<file path="config.mk">
export PLATFORM = sky130hd
export DESIGN_NAME = brush_stamper_flat
export DESIGN_NICKNAME = d
export VERILOG_FILES = /design/src/rtl/paint_pkg.sv /design/src/rtl/brush_stamper_if.sv /design/src/rtl/pixel_addr_calc.sv /design/src/rtl/brush_stamper.sv /design/src/flat_wrapper.sv
export SDC_FILE = /design/constraint.sdc
export NUM_CORES = 1
export LEC_CHECK = 0
export CAP_MARGIN = 20
export CORE_UTILIZATION = 60
export DETAILED_ROUTE_END_ITERATION = 12
export GPL_ROUTABILITY_DRIVEN = 0
export GPL_TIMING_DRIVEN = 0
export PLACE_DENSITY = 0.92
export RECOVER_POWER = 50
export SYNTH_ARGS = -nofsm -noshare
export SYNTH_HDL_FRONTEND = slang
export SYNTH_SLANG_ARGS = --single-unit
</file>
<file path="constraint.sdc">
create_clock -name clk -period 7.3 [get_ports clk]
set_clock_uncertainty 0.1 [all_clocks]
set_input_delay 1.46 -clock clk [delete_from_list [all_inputs] [get_ports clk]]
set_output_delay 1.46 -clock clk [all_outputs]
set_load 0.03 [all_outputs]
</file>
<file path="src/rtl/paint_pkg.sv">
// Shared constants, FSM encoding and colour field layout for the paint datapath
// (brush writer and VGA read side).
package paint_pkg;

  localparam int H_RES       = 640;
  localparam int V_RES       = 480;
  localparam int MAX_RADIUS  = 31;
  localparam int ADDR_W      = 20;
  localparam int COLOR_W     = 9;
  localparam int COORD_W     = 11;
  localparam int RADIUS_W    = 6;
  localparam int RAD_CLAMP_W = 5;

  // RGB333 field positions inside a pixel word
  localparam int RED_HI   = 8;
  localparam int RED_LO   = 6;
  localparam int GREEN_HI = 5;
  localparam int GREEN_LO = 3;
  localparam int BLUE_HI  = 2;
  localparam int BLUE_LO  = 0;

  typedef enum logic [1:0] {
    IDLE = 2'd0,
    SCAN = 2'd1,
    DONE = 2'd2
  } stamp_state_t;

  function automatic logic [RAD_CLAMP_W-1:0] clamp_radius(input logic [RADIUS_W-1:0] rad);
    if (rad > RADIUS_W'(MAX_RADIUS))
      return RAD_CLAMP_W'(MAX_RADIUS);
    return rad[RAD_CLAMP_W-1:0];
  endfunction

endpackage

</file>
<file path="src/rtl/brush_stamper_if.sv">
// Cursor/brush request inputs and the frame-buffer write port of the brush stamper.
interface brush_stamper_if;
  import paint_pkg::*;

  logic [COORD_W-1:0]  x;
  logic [COORD_W-1:0]  y;
  logic [RADIUS_W-1:0] radius;
  logic                draw;
  logic [COLOR_W-1:0]  color;
  logic                enable_write_memory;
  logic [ADDR_W-1:0]   pos_pxl_w;
  logic [COLOR_W-1:0]  write_data;
  logic                busy;

  modport master (
    output x, y, radius, draw, color,
    input  enable_write_memory, pos_pxl_w, write_data, busy
  );

  modport slave (
    input  x, y, radius, draw, color,
    output enable_write_memory, pos_pxl_w, write_data, busy
  );

endinterface

</file>
<file path="src/rtl/pixel_addr_calc.sv">
// Screen bounds check and linear frame-buffer address for a signed pixel coordinate.
module pixel_addr_calc
  import paint_pkg::*;
(
  input  logic signed [11:0] px,
  input  logic signed [11:0] py,
  output logic               in_bounds,
  output logic [ADDR_W-1:0]  addr
);

  logic [ADDR_W-1:0] px_ext;
  logic [ADDR_W-1:0] py_ext;

  // 640 = 512 + 128, so the row multiply is two shifts and an add
  always_comb begin
    px_ext    = {{(ADDR_W-12){1'b0}}, px};
    py_ext    = {{(ADDR_W-12){1'b0}}, py};
    in_bounds = (px >= 0) && (px < H_RES) && (py >= 0) && (py < V_RES);
    addr      = (py_ext << 9) + (py_ext << 7) + px_ext;
  end

endmodule

</file>
<file path="src/rtl/brush_stamper.sv">
// Rasterises a filled disc around the cursor into frame-buffer writes,
// one candidate pixel per clock, whenever the brush is down and something changed.
module brush_stamper
  import paint_pkg::*;
(
  input  logic           clk,
  input  logic           reset,
  brush_stamper_if.slave bus
);

  stamp_state_t           state;
  logic [COORD_W-1:0]     cx;
  logic [COORD_W-1:0]     cy;
  logic [RAD_CLAMP_W-1:0] r;
  logic [COLOR_W-1:0]     col;
  logic                   stamped;
  logic signed [6:0]      dx;
  logic signed [6:0]      dy;
  logic                   we_q;
  logic [ADDR_W-1:0]      addr_q;
  logic [COLOR_W-1:0]     data_q;
  logic                   busy_q;

  logic [RAD_CLAMP_W-1:0] req_r;
  logic signed [6:0]      r_s;
  logic signed [6:0]      neg_req_r;
  logic signed [13:0]     dx_w;
  logic signed [13:0]     dy_w;
  logic signed [13:0]     dx_sq;
  logic signed [13:0]     dy_sq;
  logic [13:0]            r_sq;
  logic [14:0]            dist_sq;
  logic signed [11:0]     px;
  logic signed [11:0]     py;
  logic                   in_bounds;
  logic [ADDR_W-1:0]      cand_addr;
  logic                   hit;
  logic                   changed;

  // Geometry of the current candidate relative to the latched brush
  always_comb begin
    req_r     = clamp_radius(bus.radius);
    r_s       = $signed({2'b00, r});
    neg_req_r = -$signed({2'b00, req_r});
    dx_w      = {{7{dx[6]}}, dx};
    dy_w      = {{7{dy[6]}}, dy};
    dx_sq     = dx_w * dx_w;
    dy_sq     = dy_w * dy_w;
    r_sq      = {9'd0, r} * {9'd0, r};
    dist_sq   = {1'b0, dx_sq} + {1'b0, dy_sq};
    px        = $signed({1'b0, cx}) + $signed({{5{dx[6]}}, dx});
    py        = $signed({1'b0, cy}) + $signed({{5{dy[6]}}, dy});
    hit       = in_bounds && (dist_sq <= {1'b0, r_sq});
    changed   = (bus.x != cx) || (bus.y != cy) || (req_r != r) || (bus.color != col);
  end

  pixel_addr_calc u_addr (
    .px        (px),
    .py        (py),
    .in_bounds (in_bounds),
    .addr      (cand_addr)
  );

  // Stamp FSM; the write port is registered so a hit surfaces one cycle later
  always_ff @(posedge clk) begin
    if (reset) begin
      state   <= IDLE;
      cx      <= '0;
      cy      <= '0;
      r       <= '0;
      col     <= '0;
      stamped <= 1'b0;
      dx      <= '0;
      dy      <= '0;
      we_q    <= 1'b0;
      addr_q  <= '0;
      data_q  <= '0;
      busy_q  <= 1'b0;
    end else begin
      case (state)
        IDLE: begin
          we_q <= 1'b0;
          if (!bus.draw) begin
            stamped <= 1'b0;
          end else if (!stamped || changed) begin
            cx     <= bus.x;
            cy     <= bus.y;
            r      <= req_r;
            col    <= bus.color;
            dx     <= neg_req_r;
            dy     <= neg_req_r;
            busy_q <= 1'b1;
            state  <= SCAN;
          end
        end
        SCAN: begin
          we_q <= hit;
          if (hit) begin
            addr_q <= cand_addr;
            data_q <= col;
          end
          if (dx == r_s) begin
            dx <= -r_s;
            if (dy == r_s)
              state <= DONE;
            else
              dy <= dy + 7'sd1;
          end else begin
            dx <= dx + 7'sd1;
          end
        end
        DONE: begin
          we_q    <= 1'b0;
          busy_q  <= 1'b0;
          stamped <= 1'b1;
          state   <= IDLE;
        end
        default: state <= IDLE;
      endcase
    end
  end

  assign bus.enable_write_memory = we_q;
  assign bus.pos_pxl_w           = addr_q;
  assign bus.write_data          = data_q;
  assign bus.busy                = busy_q;

endmodule
</file>
<file path="src/flat_wrapper.sv">
// flat-port wrapper written by rule: the top's interface ports become plain ports
module brush_stamper_flat import paint_pkg::*;
  (clk, reset, bus_x, bus_y, bus_radius, bus_draw, bus_color, bus_enable_write_memory, bus_pos_pxl_w, bus_write_data, bus_busy);
  brush_stamper_if bus_i ();
  input  logic clk;
  input  logic reset;
  input wire logic [$bits(bus_i.x)-1:0] bus_x;
  input wire logic [$bits(bus_i.y)-1:0] bus_y;
  input wire logic [$bits(bus_i.radius)-1:0] bus_radius;
  input wire logic [$bits(bus_i.draw)-1:0] bus_draw;
  input wire logic [$bits(bus_i.color)-1:0] bus_color;
  output wire logic [$bits(bus_i.enable_write_memory)-1:0] bus_enable_write_memory;
  output wire logic [$bits(bus_i.pos_pxl_w)-1:0] bus_pos_pxl_w;
  output wire logic [$bits(bus_i.write_data)-1:0] bus_write_data;
  output wire logic [$bits(bus_i.busy)-1:0] bus_busy;
  assign bus_i.x = bus_x;
  assign bus_i.y = bus_y;
  assign bus_i.radius = bus_radius;
  assign bus_i.draw = bus_draw;
  assign bus_i.color = bus_color;
  assign bus_enable_write_memory = bus_i.enable_write_memory;
  assign bus_pos_pxl_w = bus_i.pos_pxl_w;
  assign bus_write_data = bus_i.write_data;
  assign bus_busy = bus_i.busy;
  brush_stamper u_core (.clk(clk), .reset(reset), .bus(bus_i));
endmodule
</file>
After elaboration in Yosys (flattened, before gate mapping)

Cells that the tools add are included.

Bits in registers: 84
Bits in latches: 0
RAM bits: 0
ROM bits: 0
Input bits: 40
Output and inout bits: 31
Memories kept: 0

$add $sub $neg: 9
Multiply operators: 3
Divide/modulo/power cells: 0
Order comparisons: 6
Equal/unequal tests: 14
Shifts and indexed selects: 0
Multiplexer cells: 21
Bitwise logic cells: 0
Reduce and logical (&&, ||, !) cells: 21

Operators with widths:

| operator                                                            | count |
|---|---|
| two-way mux 7 bit                                                   | 5 |
| multiplier 7 x 7 -> 14 bit                                          | 2 |
| one-hot mux 7 bit (2 select lines)                                  | 2 |
| adder 12 x 7 -> 12 bit                                              | 2 |
| greater-or-equal comparator 12 x 1 -> 1 bit (second input constant) | 2 |
| inequality test 11 bit                                              | 2 |
| adder 20 x 12 -> 20 bit                                             | 1 |
| adder 20 x 19 -> 20 bit                                             | 1 |
| adder 14 x 14 -> 15 bit                                             | 1 |
| <= comparator 15 x 10 -> 1 bit                                      | 1 |
| adder 7 x 2 -> 7 bit (second input constant)                        | 2 |
| equality test 7 x 6 -> 1 bit                                        | 2 |
| negation 5 -> 7 bit                                                 | 2 |
| less-than comparator 12 x 10 -> 1 bit (second input constant)       | 1 |
| less-than comparator 12 x 11 -> 1 bit (second input constant)       | 1 |
| multiplier 5 x 5 -> 10 bit                                          | 1 |
| two-way mux 5 bit                                                   | 2 |
| inequality test 9 bit                                               | 1 |
| AND reduction 3 bit                                                 | 3 |
| two-way mux 2 bit                                                   | 4 |
| greater-than comparator 6 x 5 -> 1 bit (second input constant)      | 1 |
| inequality test 2 x 1 -> 1 bit (second input constant)              | 3 |
| inequality test 2 bit (second input constant)                       | 3 |
| one-hot mux 1 bit (2 select lines)                                  | 3 |
| 14 further kinds                                                    | 26 |

Depth between registers and ports, before layout

Depth in word-level cells: 10
Mapped depth: 32
Gate-level depth less buffers: 29

Cells and area by module

From an unflattened synthesis, not the netlist that was laid out.

Cells, all modules: 1238
Area total of the unflattened synthesis: 10501.3 um^2

Modules (own cells, without submodules):

| module          | times used | cells each | area an instance (um^2) |
|---|---|---|---|
| brush_stamper   | 1          | 1152       | 9724.3 |
| pixel_addr_calc | 1          | 86         | 777.0 |

Worst setup path after synthesis

Ideal clock, no wire load.

Kind: register -> register
Start point: reg u_core.dy[1]
End point: reg u_core.addr_q[13] (netlist: u_core.bus.pos_pxl_w[13])
Setup time: 121 ps
Data arrival time: 6517 ps
Data required time: 7079 ps
Setup slack: 561 ps
Cell stages (with the launch flop): 31
Path buffers: 3
Cell sequence: dfxtp_1 > clkbuf_1 > nand2_1 > xnor2_1 > ha_1 > inv_1 > fa_1 > inv_1 > fa_1 > inv_1 > fa_1 > inv_1 > ha_1 > inv_1 > o21ai_0 > a21oi_1 > xnor2_1 > ha_1 > or2_2 > o22ai_1 > xnor2_1 > ha_1 > a21oi_1 > nand2_1 > o21ai_0 > nand4_1 > nor4_4 > and3_1 > buf_6 > buf_12 > mux2_4

Word-level cells in the longest chain between the ends: 6
Elaborated cells between the ends (all ways): 12

Ends and longest elaborated chain:

| what                                                                            | line                 | RTL |
|---|---|---|
| from (decl)                                                                     | brush_stamper.sv:18  | `logic signed [6:0] dy;` |
| from (signal assigned)                                                          | brush_stamper.sv:91  | `dy <= neg_req_r;` |
| from (signal assigned)                                                          | brush_stamper.sv:107 | `dy <= dy + 7'sd1;` |
| parallel branches: the longest is 6 deep, another holds adder 14 x 14 -> 15 bit | --                   |  |
| to (signal assigned)                                                            | brush_stamper.sv:99  | `addr_q <= cand_addr;` |
| to (decl)                                                                       | brush_stamper.sv:20  | `logic [ADDR_W-1:0] addr_q;` |

Parallel ways; which one is timed is not known.
A chain may end at the register's enable or synchronous reset.

Final worst setup path

Start point: reg u_core.dx[2]
End point: reg u_core.addr_q[14] (netlist: u_core.bus.pos_pxl_w[14])

Word-level cells in the longest chain between the ends: 7
Elaborated cells between the ends (all ways): 12

Ends and longest elaborated chain:

| what                                                                            | line                 | RTL |
|---|---|---|
| from (decl)                                                                     | brush_stamper.sv:17  | `logic signed [6:0] dx;` |
| from (signal assigned)                                                          | brush_stamper.sv:90  | `dx <= neg_req_r;` |
| from (signal assigned)                                                          | brush_stamper.sv:103 | `dx <= -r_s;` |
| from (signal assigned)                                                          | brush_stamper.sv:109 | `dx <= dx + 7'sd1;` |
| parallel branches: the longest is 7 deep, another holds adder 14 x 14 -> 15 bit | --                   |  |

Parallel ways; which one is timed is not known.

==> qor.yml <==
global_route:
  grtUsageTotal_pct: 32.03
  grt-ovfl-total: 0
  grt_max_degree: 15
  grt_pass1_wl_mm: 46.09
  antenna_found_initial: 0
  grt_pass1_vias: 9655
setup_path:
  critPathBufInv: 6
  startpoint_type: "register"
  critPathTopFamily: "adder cells"
  path_max_fanout: 10
  critPathLaunch: "u_core.dx[2]$_SDFFE_PP0P_"
  endpoint_kind: "register"
  rr_startpoint: "u_core.dx[2]$_SDFFE_PP0P_"
  critPathKind: "reg -> reg"
  crit_slowest_cell: "or4_1"
  worst_path_largest_cell_delay_ns: 0.56
  crit_arrival_ns: 7.29
  required_ns: 7.43
yosys:
  muxShareOfSynthArea_pct: 6.074
  yosys_warnings: 0
  synthesis.nets: 1537
  syn_avg_cell_area_um2: 8.364
  synth_cell_types: 60
  syn-instance-count: 1283
  netlist_area_um2: 10730
  ys_ff_latch: 84
  synthXorXnorAreaFrac_pct: 9.630
  synth-main-ff-cell: "dfxtp_1"
  async_flop_share_pct: 0
  synth_compound_area_share_pct: 13.54
  synth-seq-area-share_pct: 15.67
  yosys.area_share.adder_pct: 30.13
  synth_edf_count: 0
  yosys.area_share.simple_pct: 16.59
  synth_top_family_by_area: "adder cells"
cells_and_area:
  drive_above_1_share_pct: 7.299
  final_common_cell: "inv_1"
  area_growth_pct: 13.49
  diodes: 0
  fill_cells: 1198
  mostFrequentLayoutCells: "inv_1, ha_1, nor2_1, xnor2_1, nand2_1"
  stdcell_area_um2: 12180
  fin_nets: 1619
power:
  p_leak_uw: 0.005862
  peakVddDrop_v: 0.0001407
  p_per_area_nw_per_um2: 198.0
clock_tree:
  clockBufferDepth: 2
  cts_made_buffers: 9
  clk_pin_slew_ns: 0.07
  clkSinkCount: 84
  cts_tree: "built"
  htreeDepth: 3
  cts_root_buf: "clkbuf_16"
  cts_hold_buffers: 0
  clk_latency_ns: 0.35
routing:
  drtAntennaViolNets: 0
  dr.pass1.iters: 5
  via_count: 9671
  drt-total-wl_mm: 28.84
  viasPerCell: 6.063
  drt-initial-drc-count: 810
  post_drt_wl_per_cell_um: 18.08
  drc: 0
run:
  maxCapViolCount: 0
floorplan:
  die_y_um: 135.7
  dieArea_um2: 18430
  start_util_pct: 61.83
  ios: 71
  rows: 48
  die_x_um: 135.7
  core_um2: 17360
timing:
  setup_viol: 0
  hold_violations: 0
  finalMaxSlewViolations: 0
  period_minus_slack_ns: 7.156
  worst_slew_pin_slew_ns: 1.154
  min_period_over_period_pct: 98.02
  slew_headroom_pct: 22.28
  setup_tns_ns: 0
  fin_ws_ns: 0.1444
  fmax_mhz: 139.8
outcome:
  run_status: "finished clean"
min_path:
  hold_path.class: "reg -> reg"
  hp-start: "u_core.bus.pos_pxl_w[7]$_SDFFE_PP0P_"
place:
  io_buffers: 66
  place_area_um2: 11670
  place_hpwl_mm: 22.73
  dp_slack_ns: -0.6794
[routing by layer]
metal,global-route usage [%],share of wire [%]
met5,0,0
met4,19.91,6.6
met1,38.26,39
met2,54.28,47
met3,4.340,7.3
[worst paths after layout]
path | endpoint | slack (ns) | depth (start not counted)
setup reg to reg | u_core.bus.pos_pxl_w[14]$_SDFFE_PP0P_ | 0.14 | 27
hold / removal | u_core.bus.pos_pxl_w[7]$_SDFFE_PP0P_ | 0.35 | 2
setup / recovery | u_core.bus.pos_pxl_w[14]$_SDFFE_PP0P_ | 0.14 | 27
hold reg to reg | u_core.bus.pos_pxl_w[7]$_SDFFE_PP0P_ | 0.35 | 2
[Yosys cell counts, types with 26 or more instances]
| cell | number | share of area [%] |
|---|---|---|
| nor2_1 | 100 | 3.5 |
| inv_1 | 176 | 6.2 |
| a21oi_1 | 64 | 3.0 |
| mux2i_1 | 49 | 4.6 |
| clkbuf_1 | 48 | 1.7 |
| ha_1 | 140 | 16 |
| nand3_1 | 26 | 1.2 |
| xnor2_1 | 83 | 6.8 |
| dfxtp_1 | 84 | 16 |
| and2_1 | 26 | 1.5 |
| o21ai_0 | 32 | 1.5 |
| a211oi_1 | 26 | 1.8 |
| fa_1 | 74 | 14 |
| xor2_1 | 35 | 2.9 |
| nor3_1 | 27 | 1.3 |
| nand2_1 | 80 | 2.8 |
[worst min-delay path: stages, from the launching register on]
cell	delay [ns]
dfxtp_1	0.31
nand2_1	0.05
mux2i_1	0.05
[cells by family after synthesis]
family,count (synthesis)
AO/OA/AOI/OAI,220
XOR/XNOR,118
adder cells (fa/ha/maj),214
buffers and inverters,229
flip-flops,84
multiplexers,62
AND/OR/NAND/NOR,356
[area by class of cell]
type | instances | area (µm²) | area share (%)
multi-input combinational | 970 | 8257 | 67.79
sequential | 84 | 1710 | 14.04
timing repair buffer | 71 | 694.4 | 5.702
inverter | 176 | 660.6 | 5.424
buffer | 53 | 296.5 | 2.435
tap | 225 | 281.5 | 2.311
clock buffer | 11 | 242.7 | 1.993
clock inverter | 5 | 36.28 | 0.2979
[power breakdown]
group / leakage [µW] / switching [µW] / total [µW] / internal [µW]
logic: 0.00504 / 875 / 1450 / 577
registers: 0.000692 / 35.1 / 517 / 482
clock network: 0.000128 / 202 / 443 / 241
total: 0.00586 / 1110 / 2410 / 1300
[state kept, by name (all words and copies together), names as in the netlist]
name and cells:
u_core.bus.busy 1, u_core.bus.enable_write_memory 1, u_core.bus.pos_pxl_w 20, u_core.bus.write_data 9, u_core.col 9, u_core.cx 11, u_core.cy 11, u_core.dx 7
u_core.dy 7, u_core.r 5, u_core.stamped 1, u_core.state 2
[through the flow]
step | power (µW) | std cells | hold WS [ns] | utilization (%)
finish | 2411 | 1595 | 0.3548 | 70.17
floorplan | 1493 | 1283 | 0.3545 | -
CTS | 2285 | 1591 | 0.3628 | 69.16
detailed placement | 1835 | 1574 | 0.3482 | 67.26
global route | 2557 | 1595 | 0.3866 | 70.17
global placement | 1750 | 1574 | 0.3470 | 67.26
[what timing repair did]
item	in CTS	in global routing
pin swaps	2	9
setup endpoints to repair	30	30
setup buffers	1	3
resized for setup	26	65
Power figures use the tool's default switching activity.
